### src/rtl/uart_tx.sv
// uart_tx: pops words from an upstream FIFO and shifts them out LSB first as start/data/stop frames.
// Defining UART_TX_PARITY_EN adds an even-parity bit between the data and stop bits.
module uart_tx #(
    parameter int N         = 8,
    parameter int DVSR      = 16,
    parameter int STOP_BITS = 1
) (
    input  logic         clk,
    input  logic         reset,
    input  logic         tx_en,
    input  logic         fifo_empty,
    input  logic [N-1:0] rd_data,
    output logic         rd,
    output logic         tx,
    output logic         tx_busy,
    output logic         frame_done
);
    localparam int TICK_W  = (DVSR > 1) ? $clog2(DVSR) : 1;
    localparam int IDX_MAX = (N > STOP_BITS) ? N : STOP_BITS;
    localparam int IDX_W   = (IDX_MAX > 1) ? $clog2(IDX_MAX) : 1;

    localparam logic [TICK_W-1:0] TICK_LAST = TICK_W'(DVSR - 1);
    localparam logic [IDX_W-1:0]  DATA_LAST = IDX_W'(N - 1);
    localparam logic [IDX_W-1:0]  STOP_LAST = IDX_W'(STOP_BITS - 1);

`ifdef UART_TX_PARITY_EN
    typedef enum logic [2:0] {IDLE, START, DATA, PARITY, STOP} state_t;
`else
    typedef enum logic [1:0] {IDLE, START, DATA, STOP} state_t;
`endif

    state_t            state_q, state_d;
    logic [TICK_W-1:0] tick_q, tick_d;
    logic [IDX_W-1:0]  idx_q, idx_d;
    logic [N-1:0]      shift_q, shift_d;
    logic              tx_q, tx_d;
`ifdef UART_TX_PARITY_EN
    logic              parity_q, parity_d;
`endif

    logic tick_last;

    assign tick_last  = (tick_q == TICK_LAST);
    assign rd         = (state_q == IDLE) & tx_en & ~fifo_empty & ~reset;
    assign tx         = tx_q;
    assign tx_busy    = (state_q != IDLE);
    assign frame_done = (state_q == STOP) & tick_last & (idx_q == STOP_LAST) & ~reset;

    always_comb begin
        // NOTE: every next-state value gets its hold default first, so no path through the case infers a latch.
        state_d  = state_q;
        tick_d   = tick_q;
        idx_d    = idx_q;
        shift_d  = shift_q;
        tx_d     = tx_q;
`ifdef UART_TX_PARITY_EN
        parity_d = parity_q;
`endif
        case (state_q)
            IDLE: begin
                tx_d = 1'b1;
                if (rd) begin
                    shift_d  = rd_data;
                    tick_d   = '0;
                    idx_d    = '0;
                    tx_d     = 1'b0;
                    state_d  = START;
`ifdef UART_TX_PARITY_EN
                    parity_d = ^rd_data;
`endif
                end
            end
            START: begin
                tick_d = tick_q + TICK_W'(1);
                if (tick_last) begin
                    tick_d  = '0;
                    tx_d    = shift_q[0];
                    state_d = DATA;
                end
            end
            DATA: begin
                tick_d = tick_q + TICK_W'(1);
                if (tick_last) begin
                    tick_d  = '0;
                    shift_d = shift_q >> 1;
                    if (idx_q == DATA_LAST) begin
                        idx_d = '0;
`ifdef UART_TX_PARITY_EN
                        tx_d    = parity_q;
                        state_d = PARITY;
`else
                        tx_d    = 1'b1;
                        state_d = STOP;
`endif
                    end else begin
                        idx_d = idx_q + IDX_W'(1);
                        tx_d  = shift_d[0];
                    end
                end
            end
`ifdef UART_TX_PARITY_EN
            PARITY: begin
                tick_d = tick_q + TICK_W'(1);
                if (tick_last) begin
                    tick_d  = '0;
                    tx_d    = 1'b1;
                    state_d = STOP;
                end
            end
`endif
            STOP: begin
                tick_d = tick_q + TICK_W'(1);
                if (tick_last) begin
                    tick_d = '0;
                    if (idx_q == STOP_LAST) begin
                        idx_d   = '0;
                        state_d = IDLE;
                    end else begin
                        idx_d = idx_q + IDX_W'(1);
                    end
                end
            end
            default: begin
                tx_d    = 1'b1;
                state_d = IDLE;
            end
        endcase
    end

    // NOTE: non-blocking assignments, so every register samples the values from before this edge.
    always_ff @(posedge clk) begin
        if (reset) begin
            state_q  <= IDLE;
            tick_q   <= '0;
            idx_q    <= '0;
            // NOTE: the shift register is cleared as well, so an abandoned frame leaves no stale word behind.
            shift_q  <= '0;
            tx_q     <= 1'b1;
`ifdef UART_TX_PARITY_EN
            parity_q <= 1'b0;
`endif
        end else begin
            state_q  <= state_d;
            tick_q   <= tick_d;
            idx_q    <= idx_d;
            shift_q  <= shift_d;
            tx_q     <= tx_d;
`ifdef UART_TX_PARITY_EN
            parity_q <= parity_d;
`endif
        end
    end

endmodule

### config.mk
export PLATFORM = sky130hd
export DESIGN_NAME = uart_tx
export DESIGN_NICKNAME = d
export VERILOG_FILES = /design/src/rtl/uart_tx.sv
export SDC_FILE = /design/constraint.sdc
export NUM_CORES = 1
export LEC_CHECK = 0
export ABC_CLOCK_PERIOD_IN_PS = 3100
export BUFFER_PORTS_ARGS = -buffer_cell sky130_fd_sc_hd__buf_2
export CORE_AREA = 3 3 50 52
export CTS_CLUSTER_DIAMETER = 200
export DETAILED_ROUTE_END_ITERATION = 12
export DIE_AREA = 0 0 53 55
export GPL_TIMING_DRIVEN = 0
export PLACE_DENSITY = 0.7
export SLEW_MARGIN = 20
export SYNTH_ARGS = -nofsm -noshare
export SYNTH_HDL_FRONTEND = slang
export SYNTH_SLANG_ARGS = --single-unit
### constraint.sdc
create_clock -name clk -period 3.1 [get_ports clk]
set_clock_uncertainty 0.2 [all_clocks]
set_input_delay 0.62 -clock clk [delete_from_list [all_inputs] [get_ports clk]]
set_output_delay 0.62 -clock clk [all_outputs]
set_load 0.01 [all_outputs]
# ---- Word-level counts from Yosys, hierarchy flattened
# Cells that the tools add are included.
dict set report totals {
  reg_bits 18
  in_bits 12
  memories 0
  mem_bits_rw 0
  romBits 0
  elab_cells 61
  latchBits 0
}
dict set report op_classes {
  bitwise 8
  mul 0
  order_cmp 0
  div 0
  n_reduce_logical 11
  eq_ne 11
  n_addsub 2
  shifts 0
  muxes 24
}
# cell count
set ops {}
lappend ops {{$mux W8} 2}
lappend ops {{$pmux W8 S2} 1}
lappend ops {{$mux W3} 5}
lappend ops {{$mux W2} 6}
lappend ops {{$ne A2 B2 Y1 const B} 5}
lappend ops {{$pmux W3 S3} 1}
lappend ops {{$mux W4} 2}
lappend ops {{$pmux W2 S4} 1}
lappend ops {{$pmux W4 S2} 1}
lappend ops {{$and A1 B1 Y1} 6}
lappend ops {{$reduce_and A3 Y1} 2}
lappend ops {{$reduce_and A6 Y1} 1}
lappend ops {{$reduce_bool A3 Y1} 2}
lappend ops {{$add A4 B1 Y4 const B} 1}
lappend ops {{$eq A2 B2 Y1 const B} 2}
lappend ops {{$eq A4 B4 Y1 const B} 1}
lappend ops {{$mux W1} 4}
lappend ops {{$reduce_and A4 Y1} 1}
lappend ops {{$reduce_bool A2 Y1} 2}
lappend ops {{$add A3 B1 Y3 const B} 1}
lappend ops {{$eq A3 B3 Y1 const B} 1}
lappend ops {{$logic_not A3 Y1} 1}
lappend ops {{$pmux W1 S3} 1}
lappend ops {{$reduce_or A3 Y1} 1}
lappend ops {{4 further kinds} 5}

# ---- Longest topological paths before layout
# Gate-level depths: netlist of run 1.
dict set report depth {
  word_depth 6
  mapped_depth 8
  depth_no_buf 6
}

# ---- Least setup slack after synthesis of run 1
# OpenSTA, ideal clock, no wires.
dict set report synth_timing {
  path_kind {input to output}
  start {input reset}
  end {output frame_done}
  t_arrival_ns 1.299
  cell_stages 2
  t_required_ns 2.280
  path_buffers 1
  slack_ns 0.981
  path_cell_list {clkbuf_1 nor4b_1}
}
dict set report synth_via {
  elab_chain_cells 2
}
# element line_no
set synth_lines {}
lappend synth_lines {{start, declared} 9} ;# input logic reset,
lappend synth_lines {{$not A1 Y1} 47} ;# assign frame_done = (state_q == STOP) & tick_last & (idx_q == STOP_LAST) & ~reset;
lappend synth_lines {{$and A1 B1 Y1} 47}
lappend synth_lines {{end, declared} 16} ;# output logic frame_done
# No other way between the ends.

# ---- Worst setup path in the final report of run 1
dict set report layout_timing {
  start {register tick_q[0]}
  end {output frame_done}
}
dict set report layout_via {
  elab_chain_cells 4
}
# element line_no
set layout_lines {}
lappend layout_lines {{start, declared} 33} ;# logic [TICK_W-1:0] tick_q, tick_d;
lappend layout_lines {{start signal, assigned} 144} ;# tick_q <= tick_d;
lappend layout_lines {{$eq A4 B4 Y1} 43} ;# assign tick_last = (tick_q == TICK_LAST);
lappend layout_lines {{$and A1 B1 Y1 (3 in a row)} 47}
# No other way between the ends.

==> summary.txt, run 1 <==
Synthesis
  – Number of synthesized register bits: 18
  – Syn_nets: 138
  – Synth async-reset ratio: 0%
  – Post-synth EDFFs: 0
  – Syn. warnings: 0
  – Mapped Cells: 118
  – Synth unique cells: 36
  – Mapped Avg Cell Area: 8.84 um2
  – Synthesized area: 1040 um2
  – Sequential area share after synthesis: 34.5%
  – Post-synth top flop: dfxtp_1

Route
  – Total number of vias: 907
  – DR iter-0 viols: 6
  – DRT Wirelength: 2060 um
  – Drt drc: 0
  – Routed len/inst: 12.6 um
  – Drt first pass iters: 4
  – DRT antenna net count: 0
  – Vias per inst: 5.53

Timing
  – Slew Viols, Final: 0
  – Fmax achieved: 421 MHz
  – Final Hold Vio Count: 0
  – Worst Tran Pin Value: 0.519 ns
  – Fin crit share: 76.6%
  – Setup TNS: 0 ns
  – RSZ-0062 raised after global routing: no
  – Final min period: 2.37 ns
  – Slew margin rel.: 65.4%
  – Setup-failing EPs final: 0

Setup path
  – FF-to-FF Start: state_q[0]
  – CP cell instances: ha_1, nand3_1, nor4b_1, buf_2
  – Critical path type: reg2out
  – CP endpoint kind: output pin
  – Startpoint Class: flip-flop
  – Critical path endpoint: frame_done
  – R2R depth: 7
  – Worst path buffer plus inverter count: 1
  – R2R Path End: idx_q[2]
  – Reg2reg setup slack: 0.99 ns
  – Worst path arrival time: 1.55 ns
  – Required time worst endpoint: 2.28 ns
  – Worst Setup SP: tick_q[0]
  – Crit-path leading delay family: simple AND/OR/NAND/NOR gates
  – CP max stage delay: 0.38 ns
  – Worst path depth: 4
  – Crit path max fanout: 4
  – Slowest CP cell: dfxtp_1

GRT
  – Initial antenna violation count: 0
  – Global-route wire length before repair: 3530 um
  – Largest net degree at the start of global routing: 11
  – Total GRT Usage: 16.6%
  – Number of global-route vias before repair: 883
  – GRT Residual Overflow: 0

Final layout
  – Nets: 158
  – Layout Cells excl Fill: 164
  – Diode count: 0
  – Share of layout cells above drive strength 1: 22.8%
  – Post-route cell area: 1180 um2
  – P&R area growth vs syn: 12.7%

Hold path
  – Hold WC Path Type: reg2reg

Flow run
  – Max-cap violations: 0

Power
  – Maximum vdd ir drop: 425 uV
  – Final Power: 0.843 mW
  – Leakage: 0.468 nW
  – PD cells: 717 nW/um2

CTS
  – H-Tree Depth: 1
  – Root Buffer: clkbuf_4
  – CTS clock-pin slew for the worst setup and hold paths: 0.10 ns
  – # resized after CTS: 0
  – Hold-fix buffers at CTS: 0
  – Clock sinks: 18
  – Worst-skew pair later-pin latency: 0.28 ns
  – Clock buffer depth: 2
  – CTS buffer count: 3
  – # Post-CTS Setup Buffers: 0
  – CTS tree: yes

Floorplanning
  – Die width: 53 um
  – Core Area: 2150 um2
  – Io pins: 16
  – Die area: 2920 um2
  – Cell row count: 17
  – Die Height: 55 um
  – Starting Density: 48.6%

Outcome
  – Status: finished clean

Placed design
  – Number of cells after detailed placement: 161
  – Port Buffers: 15
  – Placed instance area: 1150 um2
  – GP Congestion: 0.852
  – Placed wire-length estimate: 1610 um
[flip-flops by register name, summed over array words and instances (netlist names)]
register  cells
idx_q         3
state_q       2
tick_q        4
tx            1
shift_q       8
[power breakdown]
part / total (mW) / switching, mW / internal (mW)
sequential: 0.349 / 0.0458 / 0.303
clock: 0.113 / 0.0680 / 0.0451
combinational: 0.381 / 0.214 / 0.168
[logic make-up after synthesis]
kind of cell,count (synthesis),share of synthesized area (%)
mux,9,8.75
compound gates,27,19.5
fa+ha+maj,8,9.59
flops,18,34.5
simple gates,44,22.2
buf+inv,12,5.39
[worst min path at each step]
stage          startpoint         end  slack (ns)  depth (start not counted)
2_1_floorplan    idx_q[2]    idx_q[2]        0.24                          2
3_3_place_gp           tx          tx        0.25                          2
3_5_place_dp   shift_q[7]  shift_q[7]        0.26                          2
4_1_cts        shift_q[7]  shift_q[7]        0.28                          2
5_1_grt        shift_q[7]  shift_q[7]        0.30                          2
6_report       shift_q[7]  shift_q[7]        0.28                          2
[cell usage after synthesis, types with 2 or more instances]
master     n  share of area (%)
nand4_1    2                1.2
nand2b_1   4                2.4
dfxtp_1   18                 35
inv_1      6                2.2
a211oi_1   5                3.6
nand2_1    7                2.5
buf_2      3                1.4
ha_1       8                9.6
nor2_1    13                4.7
nand3_1    7                3.4
mux2i_1    8                7.7
o21ai_0    4                1.9
a21oi_1    9                4.3
a211oi_2   2                2.4
[routing by layer]
metal | share of wire (%) | track usage (%)
met1 | 45 | 18.2
met2 | 49 | 29.1
met3 | 3.7 | 3.49
met5 | 0 | 0
met4 | 2.2 | 11.1
[layout by cell type, fill, tap and decap left out, drive strengths merged, types with 6 or more instances in the layout]
master / n
buf: 20
dfxtp: 18
nor2: 13
a21oi: 9
mux2i: 8
ha: 8
nand2: 7
nand3: 7
a211oi: 7
inv: 6
[worst register-to-register path, cell delays in order (launching register included)]
cell and delay (ns):
dfxtp_1 0.40, inv_1 0.08, ha_1 0.19, buf_2 0.18
inv_1 0.18, o221ai_2 0.19, or3b_2 0.47, a21oi_1 0.14
[layout make-up]
| cell class | count | area, um2 |
|---|---|---|
| fill | 207 | 972 |
| multi-input combinational | 88 | 627 |
| sequential | 18 | 360 |
| timing repair buffer | 15 | 75.1 |
| tap | 28 | 35.0 |
| buffer | 6 | 33.8 |
| clock buffer | 3 | 22.5 |
| inverter | 6 | 22.5 |
[stage by stage]
stage | setup WS [ns] | hold slack [ns] | util (%)
after global placement | 0.762 | 0.246 | 53.7
final | 0.725 | 0.281 | 54.7
after floorplan | 0.981 | 0.244 | -
after CTS | 0.711 | 0.281 | 54.7
after detailed placement | 0.757 | 0.265 | 53.7
after global routing | 0.573 | 0.302 | 54.7
(Power assumes the default switching activity.)
==> inputs of run 2 (changes only) <==
==> config.mk (replaced) <==
export PLATFORM = sky130hd
export DESIGN_NAME = uart_tx
export DESIGN_NICKNAME = d
export VERILOG_FILES = /design/src/rtl/uart_tx.sv
export SDC_FILE = /design/constraint.sdc
export NUM_CORES = 1
export LEC_CHECK = 0
export ABC_CLOCK_PERIOD_IN_PS = 2050
export BUFFER_PORTS_ARGS = -buffer_cell sky130_fd_sc_hd__buf_2
export CORE_AREA = 3 3 51 53
export CTS_CLUSTER_DIAMETER = 200
export DETAILED_ROUTE_END_ITERATION = 12
export DIE_AREA = 0 0 54 56
export GPL_TIMING_DRIVEN = 0
export PLACE_DENSITY = 0.71
export SLEW_MARGIN = 20
export SYNTH_ARGS = -nofsm -noshare
export SYNTH_HDL_FRONTEND = slang
export SYNTH_SLANG_ARGS = --single-unit
==> constraint.sdc (replaced) <==
create_clock -name clk -period 2.05 [get_ports clk]
set_clock_uncertainty 0.2 [all_clocks]
set_input_delay 0.41 -clock clk [delete_from_list [all_inputs] [get_ports clk]]
set_output_delay 0.41 -clock clk [all_outputs]
set_load 0.01 [all_outputs]
==> run 2 against run 1 <==
Effect of this change: clock power grew 58%; register-to-register slack lost 0.86 ns; first-iteration DRC count grew to 4.2 times the previous value; worst setup slack lost 0.64 ns; utilization grew 3.0 points; power grew 66%; sequential power grew 54%; non-clock buffer count grew 5; clock-buffer cell count is the same; sequential cell count is the same; sequential share of layout area shrank 1.6 points; largest cell class unchanged; largest power group unchanged.
==> summary.txt, run 2 (synthesis gave the netlist of run 1 again) <==
Flow run
  – Max-cap violations: 0 (unchanged)

Floorplanning
  – Die area: 3020 um2 (+3.7%)
  – Cell row count: 17 (unchanged)
  – Io pins: 16 (unchanged)
  – Die width: 54 um (+1.9%)
  – Die Height: 56 um (+1.8%)
  – Starting Density: 47.6% (-0.94 points)
  – Core Area: 2190 um2 (+2.0%)

Route
  – Drt first pass iters: 4 (unchanged)
  – Drt drc: 0 (unchanged)
  – DRT antenna net count: 0 (unchanged)
  – Vias per inst: 5.59 (+1.0%)
  – Routed len/inst: 14.0 um (+11%)
  – DR iter-0 viols: 25 (+19)
  – Total number of vias: 944 (+4.1%)
  – DRT Wirelength: 2370 um (+15%)

Final layout
  – Largest regs: shift_q: 8 flops, tick_q: 4 flops, idx_q: 3 flops
  – Diode count: 0 (unchanged)
  – Top reg by flops: shift_q
  – Max reg flops: 8 (unchanged)
  – Commonest cells after routing, fill and taps aside: 16 x buf_2, 14 x dfxtp_1, 13 x nor2_1, 9 x a21oi_1, 8 x mux2i_1
  – Fillers: 193 (-6.8%)
  – Post-route cell area: 1260 um2 (+7.6%)
  – Commonest non-fill, non-tap cell in the layout: buf_2
  – Nets: 163 (+3.2%)
  – P&R area growth vs syn: 21.2%
  – Share of layout cells above drive strength 1: 32.6% (+9.8 points)

CTS
  – Clock sinks: 18 (unchanged)
  – CTS buffer count: 3 (unchanged)
  – Hold-fix buffers at CTS: 0 (unchanged)
  – Clock buffer depth: 2 (unchanged)
  – CTS tree: yes
  – Worst-skew pair later-pin latency: 0.29 ns (about the same)
  – Root Buffer: clkbuf_4
  – CTS clock-pin slew for the worst setup and hold paths: 0.11 ns (about the same)
  – H-Tree Depth: 1 (unchanged)

Timing
  – Slew Viols, Final: 0 (unchanged)
  – Fin crit share: 96.0%
  – Setup TNS: 0 ns (unchanged)
  – RSZ-0062 raised after global routing: yes
  – Setup WS post-layout: 0.0813 ns (-0.644 ns)
  – Worst Tran Pin Value: 0.530 ns (+0.0106 ns)
  – Setup-failing EPs final: 0 (unchanged)
  – Final Hold Vio Count: 0 (unchanged)
  – Fmax achieved: 508 MHz
  – Slew margin rel.: 64.7% (-0.71 points)
  – Final min period: 1.97 ns

Placed design
  – GP Congestion: 0.836 (-1.9%)
  – Port Buffers: 15 (unchanged)
  – Place WS: -0.0175 ns (-0.774 ns)
  – Placed wire-length estimate: 1620 um (+0.71%)
  – Placed instance area: 1150 um2 (unchanged)

Setup path
  – FF-to-FF Start: state_q[0]
  – Required time worst endpoint: 1.44 ns (-0.84 ns)
  – Reg2reg setup slack: 0.13 ns (-0.86 ns)
  – Slowest CP cell: dfxtp_1
  – Worst path arrival time: 1.36 ns (-0.19 ns)
  – CP max stage delay: 0.33 ns (-0.05 ns)
  – Startpoint Class: flip-flop
  – CP cell instances: inv_1, ha_1, nand2b_1, nor4b_2, buf_2
  – Crit-path leading delay family: simple AND/OR/NAND/NOR gates
  – Crit path max fanout: 3 (-1)
  – Worst path buffer plus inverter count: 2 (+1)
  – R2R depth: 7 (unchanged)
  – R2R Path End: idx_q[2]
  – CP endpoint kind: output pin
  – Critical path type: reg2out

Power
  – PD cells: 1110 nW/um2 (+54%)
  – Maximum vdd ir drop: 618 uV (+45%)
  – Leakage: 0.488 nW (+4.3%)
  – Final Power: 1.40 mW (+66%)

Hold path
  – Hold Path Cell Cnt: 3 (+1)
  – Endpoint of the worst hold path: shift_q[7]
  – Hold WC Path Type: in2reg
  – Worst Min Path Start: rd_data[7]

GRT
  – Global-route wire length before repair: 3910 um (+11%)
  – Number of global-route vias before repair: 914 (+3.5%)
  – Largest net degree at the start of global routing: 11 (unchanged)
  – GRT Residual Overflow: 0 (unchanged)
  – Initial antenna violation count: 0 (unchanged)
  – Total GRT Usage: 17.0% (+0.36 points)

Outcome
  – Status: finished clean
[run 2: changes by cell type in the layout (fill, tap and decap cells not counted), moves of 2 or more]
cell,delta
buf_4,+6
buf_2,-2
dfxtp_2,+3
ha_1,-2
dfxtp_1,-4
[run 2: report_power, final]
group	switching (mW)	internal, mW
combinational	0.358	0.326
clock	0.109	0.0683
sequential	0.0712	0.466
[run 2: worst min-delay path, cell delays in order]
cell	delay [ns]
buf_2	0.10
nand3b_1	0.07
a21oi_1	0.06
[run 2: per-stage QoR]
| step | cells | hold slack [ns] | utilization, % |
|---|---|---|---|
| 2_1_floorplan | 118 | 0.244 | - |
| 3_3_place_gp | 161 | 0.249 | 52.7 |
| 3_5_place_dp | 161 | 0.266 | 52.7 |
| 4_1_cts | 164 | 0.183 | 54.4 |
| 5_1_grt | 169 | 0.204 | 57.7 |
| 6_report | 169 | 0.183 | 57.7 |
[run 2: layout make-up]
cell class              instances  area (um2)  share of cell area (%)
plain buffers                   6        38.8                    3.07
clock buffers                   3        22.5                    1.78
inverters                       6        25.0                    1.98
multi-input cells              88         663                    52.4
flip-flops and latches         18         368                    29.1
well taps                      28        35.0                    2.77
repair buffers                 20         113                    8.90
[run 2: timing repair]
action,in CTS,in global routing
setup endpoints to repair,4,7
buffers inserted,0,5
gates cloned,0,0
pin swaps,0,3
resized for setup,6,11
[run 2: metal layers]
metal	GRT usage, %	up-vias	routed length, um
met5	0	-	0
met3	4.56	4	128
met1	19.5	434	987
li1	-	476	-
met4	8.19	0	21
met2	28.0	30	1230
[run 2: worst max path at each step]
stage | from | end | slack [ns] | cells after the start
3_5_place_dp | state_q[0] | idx_q[2] | -0.02 | 7
3_3_place_gp | state_q[0] | idx_q[2] | 0.01 | 7
4_1_cts | tick_q[1] | frame_done | 0.0006 | 4
2_1_floorplan | state_q[0] | idx_q[2] | 0.11 | 7
6_report | idx_q[1] | frame_done | 0.08 | 5
5_1_grt | idx_q[0] | frame_done | -0.03 | 5
==> inputs of run 3 (changes only) <==
==> config.mk (replaced) <==
export PLATFORM = sky130hd
export DESIGN_NAME = uart_tx
export DESIGN_NICKNAME = d
export VERILOG_FILES = /design/src/rtl/uart_tx.sv
export SDC_FILE = /design/constraint.sdc
export NUM_CORES = 1
export LEC_CHECK = 0
export ABC_CLOCK_PERIOD_IN_PS = 2200
export BUFFER_PORTS_ARGS = -buffer_cell sky130_fd_sc_hd__buf_2
export CORE_AREA = 3 3 50 52
export CTS_CLUSTER_DIAMETER = 200
export DETAILED_ROUTE_END_ITERATION = 12
export DIE_AREA = 0 0 53 55
export GPL_TIMING_DRIVEN = 0
export PLACE_DENSITY = 0.7
export SLEW_MARGIN = 20
export SYNTH_ARGS = -nofsm -noshare
export SYNTH_HDL_FRONTEND = slang
export SYNTH_SLANG_ARGS = --single-unit
==> constraint.sdc (replaced) <==
create_clock -name clk -period 2.2 [get_ports clk]
set_clock_uncertainty 0.2 [all_clocks]
set_input_delay 0.44 -clock clk [delete_from_list [all_inputs] [get_ports clk]]
set_output_delay 0.44 -clock clk [all_outputs]
set_load 0.01 [all_outputs]
==> run 3 against run 2 <==
Effect of this change: utilization is 2.5 points lower; critical path depth rose by 1; via count is 3.2% lower; clock power is 11% lower.
==> summary.txt, run 3 (synthesis gave the netlist of run 1 again) <==
Outcome
  – Status: finished clean

Timing
  – Slew margin rel.: 64.9% (+0.23 points)
  – Final min period: 2.10 ns
  – Setup TNS: 0 ns (unchanged)
  – Slew Viols, Final: 0 (unchanged)
  – RSZ-0062 raised after global routing: no
  – Fmax achieved: 477 MHz
  – Worst Tran Pin Value: 0.526 ns (-0.00348 ns)
  – Final Hold Vio Count: 0 (unchanged)
  – Hold Slack: 0.214 ns (+0.0319 ns)
  – Fin crit share: 95.3%
  – Setup-failing EPs final: 0 (unchanged)

Setup path
  – Worst path arrival time: 1.46 ns (+0.10 ns)
  – Slowest CP cell: dfxtp_1
  – Reg2reg setup slack: 0.15 ns (+0.02 ns)
  – Startpoint Class: flip-flop
  – CP cell instances: inv_1, ha_1, buf_2, nand2_1, inv_1, buf_2
  – Crit path max fanout: 10 (+7)
  – Required time worst endpoint: 1.56 ns (+0.12 ns)
  – Critical path type: reg2out
  – Worst path buffer plus inverter count: 4 (+2)
  – Crit-path leading delay family: buffers and inverters
  – CP max stage delay: 0.41 ns (+0.08 ns)
  – CP endpoint kind: output pin

Hold path
  – Hold WC Path Type: in2reg

CTS
  – Clock sinks: 18 (unchanged)
  – CTS tree: yes
  – CTS buffer count: 3 (unchanged)
  – Worst-skew pair later-pin latency: 0.29 ns (about the same)
  – # Post-CTS Setup Buffers: 0 (unchanged)
  – H-Tree Depth: 1 (unchanged)
  – Clock buffer depth: 2 (unchanged)
  – CTS clock-pin slew for the worst setup and hold paths: 0.10 ns (about the same)
  – Hold-fix buffers at CTS: 0 (unchanged)
  – Root Buffer: clkbuf_4

GRT
  – Initial antenna violation count: 0 (unchanged)
  – Number of global-route vias before repair: 891 (-2.5%)
  – GRT Residual Overflow: 0 (unchanged)
  – Largest net degree at the start of global routing: 11 (unchanged)
  – Global-route wire length before repair: 3590 um (-8.1%)
  – Total GRT Usage: 17.0% (about the same)

Power
  – Clock power share: 13.3% (+0.6 points)
  – Internal cell power: 0.730 mW (-15%)
  – Sw Ratio: 39.0% (+0.49 points)
  – Switch Pwr: 0.466 mW (-13%)
  – Logic pwr share: 45.4% (-3.5 points)
  – PD cells: 1010 nW/um2 (-8.8%)
  – Sequential Power Share: 41.3% (+2.9 points)
  – Leakage: 0.463 nW (-5.1%)
  – Maximum vdd ir drop: 601 uV (-2.8%)

Final layout
  – Top reg by flops: shift_q
  – Largest regs: shift_q: 8 flops, tick_q: 4 flops, idx_q: 3 flops
  – P&R area growth vs syn: 13.7%
  – Max reg flops: 8 (unchanged)
  – Commonest cells after routing, fill and taps aside: 18 x buf_2, 17 x dfxtp_1, 13 x nor2_1, 9 x a21oi_1, 8 x mux2i_1
  – Diode count: 0 (unchanged)
  – Share of layout cells above drive strength 1: 25.7% (-6.9 points)
  – Commonest non-fill, non-tap cell in the layout: buf_2
  – Nets: 158 (-3.1%)

Floorplanning
  – Die width: 53 um (-1.9%)
  – Die area: 2920 um2 (-3.6%)
  – Core Area: 2150 um2 (-1.9%)
  – Starting Density: 48.6% (+0.94 points)
  – Io pins: 16 (unchanged)
  – Cell row count: 17 (unchanged)
  – Die Height: 55 um (-1.8%)

Placed design
  – GP Congestion: 0.852 (+2.0%)
  – Placed wire-length estimate: 1610 um (-0.71%)
  – Port Buffers: 15 (unchanged)

Route
  – Vias per inst: 5.57 (-0.23%)
  – Routed len/inst: 12.9 um (-8.3%)
  – Drt first pass iters: 4 (unchanged)
  – Drt drc: 0 (unchanged)
  – DRT antenna net count: 0 (unchanged)
  – Total number of vias: 914 (-3.2%)
  – DRT Wirelength: 2110 um (-11%)
  – DR iter-0 viols: 6 (-76%)

Flow run
  – Max-cap violations: 0 (unchanged)
-- run 3: worst paths after layout --
| path | from | endpoint | cells past startpoint |
|---|---|---|---|
| setup / recovery | state_q[0] | rd | 6 |
| hold / removal | rd_data[7] | shift_q[7] | 3 |
| setup reg to reg | state_q[0] | idx_q[2] | 7 |
| hold reg to reg | shift_q[7] | shift_q[7] | 2 |
-- run 3: final cells by class --
type	instances	area, um2
Inverter	6	22.5
Multi-Input combinational cell	88	636
Tap cell	28	35.0
Buffer	6	33.8
Clock buffer	3	22.5
Sequential cell	18	362
Timing Repair Buffer	15	75.1
Fill cell	205	962
-- run 3: what timing repair did --
item                                    CTS  global route
endpoints found under the setup margin    1             3
hold endpoints to repair                  0             0
pin swaps                                 0             1
resized for setup                         1             3
-- run 3: power groups by stage --
stage	registers (mW)	clock network [mW]	logic (mW)
after CTS	0.491	0.165	0.542
final	0.494	0.159	0.542
after global routing	0.508	0.177	0.606
after detailed placement	0.499	0	0.540
after floorplan	0.483	0	0.434
after global placement	0.490	0	0.524
-- run 3: through the flow --
step	power, mW	cell area [um2]	util, %	setup slack (ns)	cells
floorplan	0.917	1040	-	0.258	118
global placement	1.01	1150	53.7	0.154	161
detailed placement	1.04	1150	53.7	0.104	161
CTS	1.20	1180	55.0	0.0356	164
global route	1.29	1190	55.2	0.00348	164
finish	1.20	1190	55.2	0.103	164
-- run 3: tightest hold or removal path, delay by kind of cell --
kind | cells | cell delay, ns
simple gates | 1 | 0.07
buf+inv | 1 | 0.10
compound gates | 1 | 0.06
-- run 3: metal layers --
layer  up-vias  track usage [%]  routed length, um  part of all wire [%]
met5         -                0                  0                     0
met4         0             10.6                 29                   1.4
met3         4             3.75                 85                   4.0
met2        21             30.0               1080                    51
met1       428             18.5                919                    44
li1        461                -                  -                     -
